<file path="src/rtl/inst_wait_stage.sv">
// inst_wait_stage
//   Sits between fetch_stage and decode. It holds one fetched entry (pc plus
//   exception info) until the matching instruction read data arrives. Then it
//   presents the instruction word to decode. A one-entry early buffer catches
//   read data that arrives before the entry it belongs to has been accepted.
//
// Handshake: a transfer happens on a cycle where valid and ready are both
//   high at the rising clock edge. valid_o never waits for ready_i. ready_o
//   may depend on ready_i, but it never depends on valid_i.
//
// Ports
//   clk, reset                 clock, asynchronous active-high reset
//   inst_data_ok, inst_rdata   instruction read response, in request order
//   valid_i, pc_i, cancelled_i, exc_i, exc_miss_i, exccode_i, ready_o
//                              entry handed over by fetch_stage
//   commit_i                   pipeline flush
//   valid_o, ready_i, pc_o, inst_o, exc_o, exc_miss_o, exccode_o
//                              entry presented to decode
//   perfcnt_wait_data          cycles spent in WAIT with no data arriving
//   dbg_st, dbg_ebuf_v         state register and early-buffer valid, for observation
module inst_wait_stage #(
   parameter logic [31:0] EXC_INST = 32'h0000_0000
) (
   input  logic        clk,
   input  logic        reset,
   input  logic        inst_data_ok,
   input  logic [31:0] inst_rdata,
   input  logic        valid_i,
   input  logic [31:0] pc_i,
   input  logic        cancelled_i,
   input  logic        exc_i,
   input  logic        exc_miss_i,
   input  logic [4:0]  exccode_i,
   output logic        ready_o,
   input  logic        commit_i,
   input  logic        ready_i,
   output logic        valid_o,
   output logic [31:0] pc_o,
   output logic [31:0] inst_o,
   output logic        exc_o,
   output logic        exc_miss_o,
   output logic [4:0]  exccode_o,
   output logic [31:0] perfcnt_wait_data,
   output logic [1:0]  dbg_st,
   output logic        dbg_ebuf_v
);

   typedef enum logic [1:0] {
      ST_EMPTY = 2'd0,
      ST_WAIT  = 2'd1,
      ST_HOLD  = 2'd2
   } st_t;

   st_t         st, st_nxt;

   // Entry registers
   logic [31:0] pc;
   logic        exc;
   logic        exc_miss;
   logic [4:0]  exccode;
   logic        drop;
   logic [31:0] ibuf;

   // Early-data buffer
   logic [31:0] ebuf;
   logic        ebuf_v;

   logic [31:0] perfcnt;

   // Combinational control
   logic        deliver;
   logic        leave;
   logic        accept;
   logic        ebuf_take;      // accepted entry takes its word from ebuf
   logic        data_to_entry;  // data this cycle belongs to the entry being accepted
   logic        ebuf_load;      // data this cycle belongs to a future entry

   // ---------------------------------------------------------------------
   // State register
   // ---------------------------------------------------------------------
   always_ff @(posedge clk or posedge reset) begin
      if (reset) st <= ST_EMPTY;
      else       st <= st_nxt;
   end

   // ---------------------------------------------------------------------
   // Next-state logic
   // ---------------------------------------------------------------------
   always_comb begin
      st_nxt = st;
      if (accept) begin
         if (exc_i)                                st_nxt = ST_HOLD;
         else if (ebuf_v)                          st_nxt = ST_HOLD;
         else if (inst_data_ok && st != ST_WAIT)   st_nxt = ST_HOLD;
         else                                      st_nxt = ST_WAIT;
      end else if (leave) begin
         st_nxt = ST_EMPTY;
      end else if (st == ST_WAIT && inst_data_ok) begin
         // Data arrived but was not taken (back-pressure or flush).
         st_nxt = ST_HOLD;
      end
   end

   // ---------------------------------------------------------------------
   // Output / control logic
   // ---------------------------------------------------------------------
   always_comb begin
      deliver = ((st == ST_HOLD) && !drop) ||
                ((st == ST_WAIT) && inst_data_ok && !drop);
      // Data arriving in WAIT is bypassed straight through to decode.
      valid_o = deliver && !commit_i;

      if (st == ST_HOLD) inst_o = exc ? EXC_INST : ibuf;
      else               inst_o = inst_rdata;

      leave = (valid_o && ready_i) ||
              ((st == ST_HOLD) && commit_i) ||
              ((st == ST_WAIT) && inst_data_ok && drop) ||
              ((st == ST_HOLD) && drop);

      ready_o = (st == ST_EMPTY) || leave;
      accept  = valid_i && ready_o;

      // In WAIT the response belongs to the held entry. Otherwise it belongs
      // to the next non-exception entry. That entry may be accepted in this
      // same cycle; if not, the word is parked in ebuf.
      ebuf_take     = accept && !exc_i && ebuf_v;
      data_to_entry = accept && !exc_i && !ebuf_v && inst_data_ok && (st != ST_WAIT);
      ebuf_load     = inst_data_ok && (st != ST_WAIT) && !data_to_entry;

      pc_o              = pc;
      exc_o             = exc;
      exc_miss_o        = exc_miss;
      exccode_o         = exccode;
      perfcnt_wait_data = perfcnt;
      dbg_st            = st;
      dbg_ebuf_v        = ebuf_v;
   end

   // ---------------------------------------------------------------------
   // Entry, early buffer and counter registers
   // ---------------------------------------------------------------------
   always_ff @(posedge clk or posedge reset) begin
      if (reset) begin
         pc       <= '0;
         exc      <= 1'b0;
         exc_miss <= 1'b0;
         exccode  <= '0;
         drop     <= 1'b0;
         ibuf     <= '0;
         ebuf     <= '0;
         ebuf_v   <= 1'b0;
         perfcnt  <= '0;
      end else begin
         // ebuf is deliberately left alone on commit_i. The response still
         // pairs with the next accepted entry, which fetch marks cancelled.
         if (ebuf_load) begin
            ebuf   <= inst_rdata;
            ebuf_v <= 1'b1;
         end else if (ebuf_take) begin
            ebuf_v <= 1'b0;
         end

         if (accept) begin
            pc       <= pc_i;
            exc      <= exc_i;
            exc_miss <= exc_miss_i;
            exccode  <= exccode_i;
            drop     <= cancelled_i || commit_i;
            if (ebuf_take)          ibuf <= ebuf;
            else if (data_to_entry) ibuf <= inst_rdata;
         end else if (leave) begin
            drop <= 1'b0;
         end else if (st == ST_WAIT && inst_data_ok) begin
            ibuf <= inst_rdata;
            drop <= drop || commit_i;
         end else if (st == ST_WAIT && commit_i) begin
            // The request is still outstanding; its data must be absorbed.
            drop <= 1'b1;
         end

         if (st == ST_WAIT && !inst_data_ok) perfcnt <= perfcnt + 32'd1;
      end
   end

   // A response that arrives while ebuf is already full has nowhere to go.
   a_ebuf_overflow : assert property (@(posedge clk) disable iff (reset)
      !(inst_data_ok && ebuf_v && st != ST_WAIT));

endmodule

</file>
<file path="config.mk">
export PLATFORM = sky130hd
export DESIGN_NAME = inst_wait_stage
export DESIGN_NICKNAME = d
export VERILOG_FILES = /design/src/rtl/inst_wait_stage.sv
export SDC_FILE = /design/constraint.sdc
export NUM_CORES = 1
export LEC_CHECK = 0
export CAP_MARGIN = 20
export CELL_PAD_IN_SITES_DETAIL_PLACEMENT = 0
export CELL_PAD_IN_SITES_GLOBAL_PLACEMENT = 1
export CORE_ASPECT_RATIO = 0.6
export CORE_MARGIN = 2
export CORE_UTILIZATION = 38
export DETAILED_ROUTE_END_ITERATION = 12
export PLACE_DENSITY_LB_ADDON = 0.1
export SKIP_LAST_GASP = 1
export SYNTH_ARGS = -nofsm -noshare
export SYNTH_HDL_FRONTEND = slang
export SYNTH_SLANG_ARGS = --single-unit
</file>
<file path="constraint.sdc">
create_clock -name clk -period 5.3 [get_ports clk]
set_input_delay 1.06 -clock clk [delete_from_list [all_inputs] [get_ports clk]]
set_output_delay 1.06 -clock clk [all_outputs]
set_load 0.02 [all_outputs]
</file>
==> results of run 1 <==
-- registers in the layout, indices dropped and copies added, names as in the netlist --
| register | cells |
|---|---|
| exc_o | 1 |
| ebuf | 32 |
| dbg_ebuf_v | 1 |
| ibuf | 32 |
| exc_miss_o | 1 |
| dbg_st | 2 |
| drop | 1 |
| perfcnt_wait_data | 32 |
| pc_o | 32 |
| exccode_o | 5 |
-- area by class of cell --
type / instances / area (µm²) / area share
clock buffers: 19 / 433 / 0.0465
well taps: 234 / 293 / 0.0314
inverters: 7 / 31.3 / 0.00336
multi-input cells: 348 / 3010 / 0.323
flip-flops and latches: 139 / 3480 / 0.373
repair buffers: 190 / 1910 / 0.205
clock inverters: 13 / 166 / 0.0179
-- where the power goes --
group / switching [W] / internal, W / total [W] / leakage [nW]
sequential: 0.000215 / 0.00137 / 0.00158 / 1.69
clock: 0.000473 / 0.000745 / 0.00122 / 0.284
combinational: 0.000779 / 0.000922 / 0.00170 / 2.03
total: 0.00147 / 0.00303 / 0.00450 / 4.00
-- worst max-delay path: cells and delay by family --
family / cells / cell delay [ns]
AND/OR/NAND/NOR: 3 / 0.53
buffers and inverters: 2 / 1.35
-- cell usage after synthesis, drive strengths merged (4+ instances only) --
cell and instances:
nor2 10, nand2 46, nand3 10, mux2 136, xnor2 19, inv 7
dfrtp 139, nand4 8, and3 4, nor3 5, clkbuf 10, buf 15
xor2 12, nand2b 38, o21ai 34
-- path summary, 6_finish.rpt --
kind                                                           to  slack (ns)  cells after the start
worst min-delay path            perfcnt_wait_data[31]$_DFFE_PP0P_        0.47                      1
worst min register to register  perfcnt_wait_data[31]$_DFFE_PP0P_        0.47                      1
worst max register to register               ibuf[16]$_DFFE_PP0P_        2.48                      5
worst max-delay path                                      ready_o        1.30                      5
min in group asynchronous                    ebuf[11]$_DFFE_PP0P_        0.98                      2
max in group asynchronous                    ibuf[19]$_DFFE_PP0P_        3.18                      4
-- routing by layer --
| layer | share of wire | GRT usage |
|---|---|---|
| met1 | 0.47 | 0.232 |
| met2 | 0.44 | 0.265 |
| met3 | 0.080 | 0.0701 |
| met4 | 0.0067 | 0.0399 |
| met5 | 0 | 0 |
-- cell families after synthesis --
kind of cell / after synthesis / synth area share
flops: 139 / 0.524
mux: 136 / 0.247
simple gates: 136 / 0.122
compound gates: 44 / 0.0395
buf+inv: 32 / 0.0247
xor+xnor: 31 / 0.0409
fa+ha+maj: 1 / 0.00188
-- through the flow --
| step | hold slack [ns] | area (µm²) |
|---|---|---|
| detailed placement | 0.458 | 8690 |
| CTS | 0.475 | 9290 |
| global placement | 0.456 | 8690 |
| floorplan | 0.454 | 6640 |
| finish | 0.473 | 9320 |
| global route | 0.496 | 9320 |
==> results.cfg, run 1 <==
[global_routing]
antenna_found_initial = 0
vias_in_the_first_global_route = 4893
grt_use_total = 0.174
global_route_wire_length_before_repair_mm = 25.5
grt_max_degree = 115
global_route.overflow_total = 0

[logic_synthesis]
synthesis.instances = 519
yosys_register_bits = 139
async_flop_share = 1.00
synthDominantAreaCellType = dfrtp_1
netlist-cell-type-count = 40
synth_nets = 598
synth_seq_area_share = 0.524
synth_flop_cell = dfrtp_1
postSynthAreaPerCell_um2 = 12.8
ys.warnings.count = 0
post_synth_instance_area_um2 = 6640
main_area_contributors_after_synthesis = dfrtp_1 (52%), mux2_2 (13%), mux2_4 (6.8%), mux2_1 (5.1%), nand2b_1 (3.6%)
yosysTopAreaCellShare = 0.524
count_of_flip_flops_with_a_built_in_enable_after_synthesis = 0

[die]
fp.coreArea_um2 = 17100
die_y_um = 106
design.die.area_um2 = 18600
rows = 37
dieWidth_um = 175
initial_core_util = 0.388
design.portCount = 186

[clock_network]
reg_clk_slew_reported_paths_ns = 0.06
post-cts-setup-buffers = 0
cts_tree = done
cts-root-buf = clkbuf_16
numCtsBuffers = 17
htree_num_levels = 4
number_of_gates_given_a_new_drive_strength_after_cts = 0
worst_skew_pair.late_latency_ns = 0.41
post_cts_hold_buffer_count = 0
cts.sinks = 139
cts_max_path_buffers = 2

[final_layout]
fillCellCount = 1464
most-common-layout-cells = clkdlybuf4s50_1 (185), dfrtp_1 (139), mux2_2 (76)
layout-drive-gt1-share = 0.221
post_layout_nonfiller_instances = 950
layout_commonest_cell = clkdlybuf4s50_1
insertedDiodeCount = 0
areaGrowthSynthToFinish_pct = 40.2
finish.net_count = 782
final_core_utilization = 0.544

[sta]
fin_setup_tns_ns = 0
post-route-period-util = 0.755
slew-limit-headroom = 0.359
clock.fmax_ghz = 0.250
count_of_final_max_slew_check_failures = 0
finalHoldViolCount = 0
worst_clock_skew_ns = 0.0129
grt_setup_unrepaired = no
postLayoutSetupSlackWorst_ns = 1.30
max_slew.worst_pin.slew_ns = 0.962
finalSetupViolations = 0
post-route-min-period_ns = 4.00

[worst_setup_path]
cpPeakStageDelay_ns = 0.68
r2r-start = dbg_st[0]$_DFFE_PP0P_
timing_worst_setup_path_type = in -> out
cp_slowest_cell = clkdlybuf4s50_1
critical_path_fanout_max = 9
startpoint_type = input port
end_kind = output pin
critPathRequiredTime_ns = 4.24
crit_arrival_ns = 2.94
worstSetupStartpoint = inst_data_ok
cp_cell_sequence = clkdlybuf4s50_1 -> nand3b_1 -> nand3_1 -> and2_1 -> clkdlybuf4s50_1
path_common_cell = clkdlybuf4s50_1

[place]
post_placement_cell_count = 917
dp_hpwl_mm = 10.8
dp_worst_setup_slack_ns = 1.22
port_buffers = 185
finalWeightedCongestion = 0.724

[drt]
postRouteAntennaNets = 0
wl_per_cell_um = 16.5
wirelength_mm = 15.6
vias = 4513
remaining_drc_errors = 0
avgViaCountPerCell = 4.75
dr.first_iter.drc_count = 140
drt_pass1_iterations = 4

[pwr]
cellLeakagePower_nw = 4.00
ir_worst_vdd_mv = 0.212
power.total_w = 0.00450
power-per-cell-area_nw_per_um2 = 483

[run]
drv.max_cap_violation_count = 0

[worst_hold_path]
timing.hold.worst.class = reg -> reg
hp-start = perfcnt_wait_data[31]$_DFFE_PP0P_

[run_status]
run_status = finished clean
Note: power is estimated with default switching activity, not from simulation.
==> run 2, diff against run 1 <==
--- a/config.mk
+++ b/config.mk
@@ -10,7 +10,7 @@
 export CELL_PAD_IN_SITES_GLOBAL_PLACEMENT = 1
 export CORE_ASPECT_RATIO = 0.6
 export CORE_MARGIN = 2
-export CORE_UTILIZATION = 38
+export CORE_UTILIZATION = 34
 export DETAILED_ROUTE_END_ITERATION = 12
 export PLACE_DENSITY_LB_ADDON = 0.1
 export SKIP_LAST_GASP = 1
==> constraint.sdc (replaced) <==
create_clock -name clk -period 3.45 [get_ports clk]
set_input_delay 0.69 -clock clk [delete_from_list [all_inputs] [get_ports clk]]
set_output_delay 0.69 -clock clk [all_outputs]
set_load 0.02 [all_outputs]
==> run 2 against run 1 <==
Compared with the run above:
- critical endpoint unchanged
- largest cell class unchanged
- utilization fell by 5.2 points
- clock skew fell by 0.0044 ns
- via count rose by 1.9%
- die area rose by 11%
- sequential cell count did not move
- non-clock buffer count rose by 4
- final cell count rose by 3.9%
==> results.cfg, run 2 (synthesis results as in run 1) <==
[run_status]
run_status = finished clean

[sta]
max_slew.worst_pin.slew_ns = 1.08
fin_setup_tns_ns = 0
post-route-period-util = 0.935
finalSetupViolations = 0
slew-limit-headroom = 0.283
clock.fmax_ghz = 0.310
count_of_final_max_slew_check_failures = 0
postLayoutSetupSlackWorst_ns = 0.223
grt_setup_unrepaired = no
worst_clock_skew_ns = 0.00847
post-route-min-period_ns = 3.23
finalHoldViolCount = 0

[worst_setup_path]
critical_path_fanout_max = 9
timing_worst_setup_path_type = in -> out
cp_cell_sequence = clkdlybuf4s50_1 -> nand3b_1 -> nand3_1 -> and2_1 -> clkdlybuf4s50_1
r2r-start = dbg_st[0]$_DFFE_PP0P_
path_common_cell = clkdlybuf4s50_1
crit_arrival_ns = 2.54
startpoint_type = input port
rr_worst_depth = 5
cell_family_contributing_the_most_delay_on_the_critical_path = buffers and inverters
r2r-end = ibuf[29]$_DFFE_PP0P_
cpPeakStageDelay_ns = 0.66
cp_slowest_cell = clkdlybuf4s50_1
cp.buffers_inverters = 2
critPathRequiredTime_ns = 2.76
end_kind = output pin
reg2reg_setup_slack_ns = 1.09

[die]
fp.coreArea_um2 = 19100
design.portCount = 186
die_y_um = 112
initial_core_util = 0.348
rows = 39
design.die.area_um2 = 20700
dieWidth_um = 184

[clock_network]
post-cts-setup-buffers = 0
cts-root-buf = clkbuf_16
reg_clk_slew_reported_paths_ns = 0.06
htree_num_levels = 4
cts_tree = done
cts_max_path_buffers = 2
number_of_gates_given_a_new_drive_strength_after_cts = 0
numCtsBuffers = 17
worst_skew_pair.late_latency_ns = 0.43
cts.sinks = 139
post_cts_hold_buffer_count = 0

[pwr]
power.total_w = 0.00688
cellLeakagePower_nw = 4.02
power-per-cell-area_nw_per_um2 = 733
ir_worst_vdd_mv = 0.357

[drt]
dr.first_iter.drc_count = 178
wl_per_cell_um = 16.9
remaining_drc_errors = 0
wirelength_mm = 16.7
vias = 4600
drt_pass1_iterations = 4
postRouteAntennaNets = 0
avgViaCountPerCell = 4.66

[final_layout]
fillCellCount = 1679
layout-drive-gt1-share = 0.222
layout_commonest_cell = clkdlybuf4s50_1
final_design_area_no_fill_um2 = 9390
most-common-layout-cells = clkdlybuf4s50_1 (185), dfrtp_1 (139), mux2_2 (76)
areaGrowthSynthToFinish_pct = 41.3
finish.net_count = 786
post_layout_nonfiller_instances = 987

[global_routing]
global_route.overflow_total = 0
antenna_found_initial = 1
grt_use_total = 0.172
global_route_wire_length_before_repair_mm = 27.4
grt_max_degree = 61
vias_in_the_first_global_route = 5109

[worst_hold_path]
whs_path_depth = 1
hp-start = perfcnt_wait_data[31]$_DFFE_PP0P_
timing.hold.worst_endpoint = perfcnt_wait_data[31]$_DFFE_PP0P_
timing.hold.worst.class = reg -> reg

[place]
port_buffers = 185
place_area_um2 = 8820
dp_worst_setup_slack_ns = 0.200
dp_hpwl_mm = 11.6
finalWeightedCongestion = 0.764
post_placement_cell_count = 954

[run]
drv.max_cap_violation_count = 0
run 2: cell count changes in the layout (fill, tap and decap cells not counted):
cell	previous run	this run
buf_4	4	5
clkinv_2	2	3
clkbuf_1	2	4
buf_12	0	4
inv_6	4	0
bufinv_16	3	1
buf_16	1	0
clkinv_4	2	0
clkbuf_8	0	5
diode_2	0	1
run 2: final cells by class:
cell class | count | area (µm²) | area share
Multi-Input combinational cell | 348 | 3010 | 0.320
Tap cell | 266 | 333 | 0.0355
Clock inverter | 6 | 60.1 | 0.00640
Timing Repair Buffer | 194 | 1970 | 0.210
Sequential cell | 139 | 3480 | 0.371
Inverter | 7 | 30.0 | 0.00320
Clock buffer | 26 | 509 | 0.0542
Antenna cell | 1 | 2.50 | 0.000267
run 2: worst max-delay path by stage:
| stage | start | end | depth (start not counted) |
|---|---|---|---|
| after global placement | inst_data_ok | ready_o | 5 |
| final | inst_data_ok | ready_o | 5 |
| after detailed placement | inst_data_ok | ready_o | 5 |
| after floorplan | reset | dbg_ebuf_v$_DFFE_PP0P_ | 1 |
| after CTS | inst_data_ok | ready_o | 5 |
| after global routing | dbg_st[0]$_DFFE_PP0P_ | inst_o[15] | 5 |
run 2: report_power, final:
group / switching [W] / internal (W) / total [W]
Clock: 0.000682 / 0.00108 / 0.00177
Combinational: 0.00123 / 0.00144 / 0.00268
Sequential: 0.000335 / 0.00210 / 0.00244
Total: 0.00225 / 0.00463 / 0.00688
run 2: layer usage:
metal  wire (µm)  share of wire  global-route usage
met3        1630          0.098              0.0785
met5           0              0                   0
met1        7690           0.46               0.223
met4         206          0.012              0.0587
met2        7190           0.43               0.256
run 2: metrics by stage:
stage	utilization	hold slack [ns]
floorplan	-	0.454
global placement	0.462	0.455
detailed placement	0.462	0.460
CTS	0.492	0.475
global route	0.492	0.498
finish	0.492	0.473
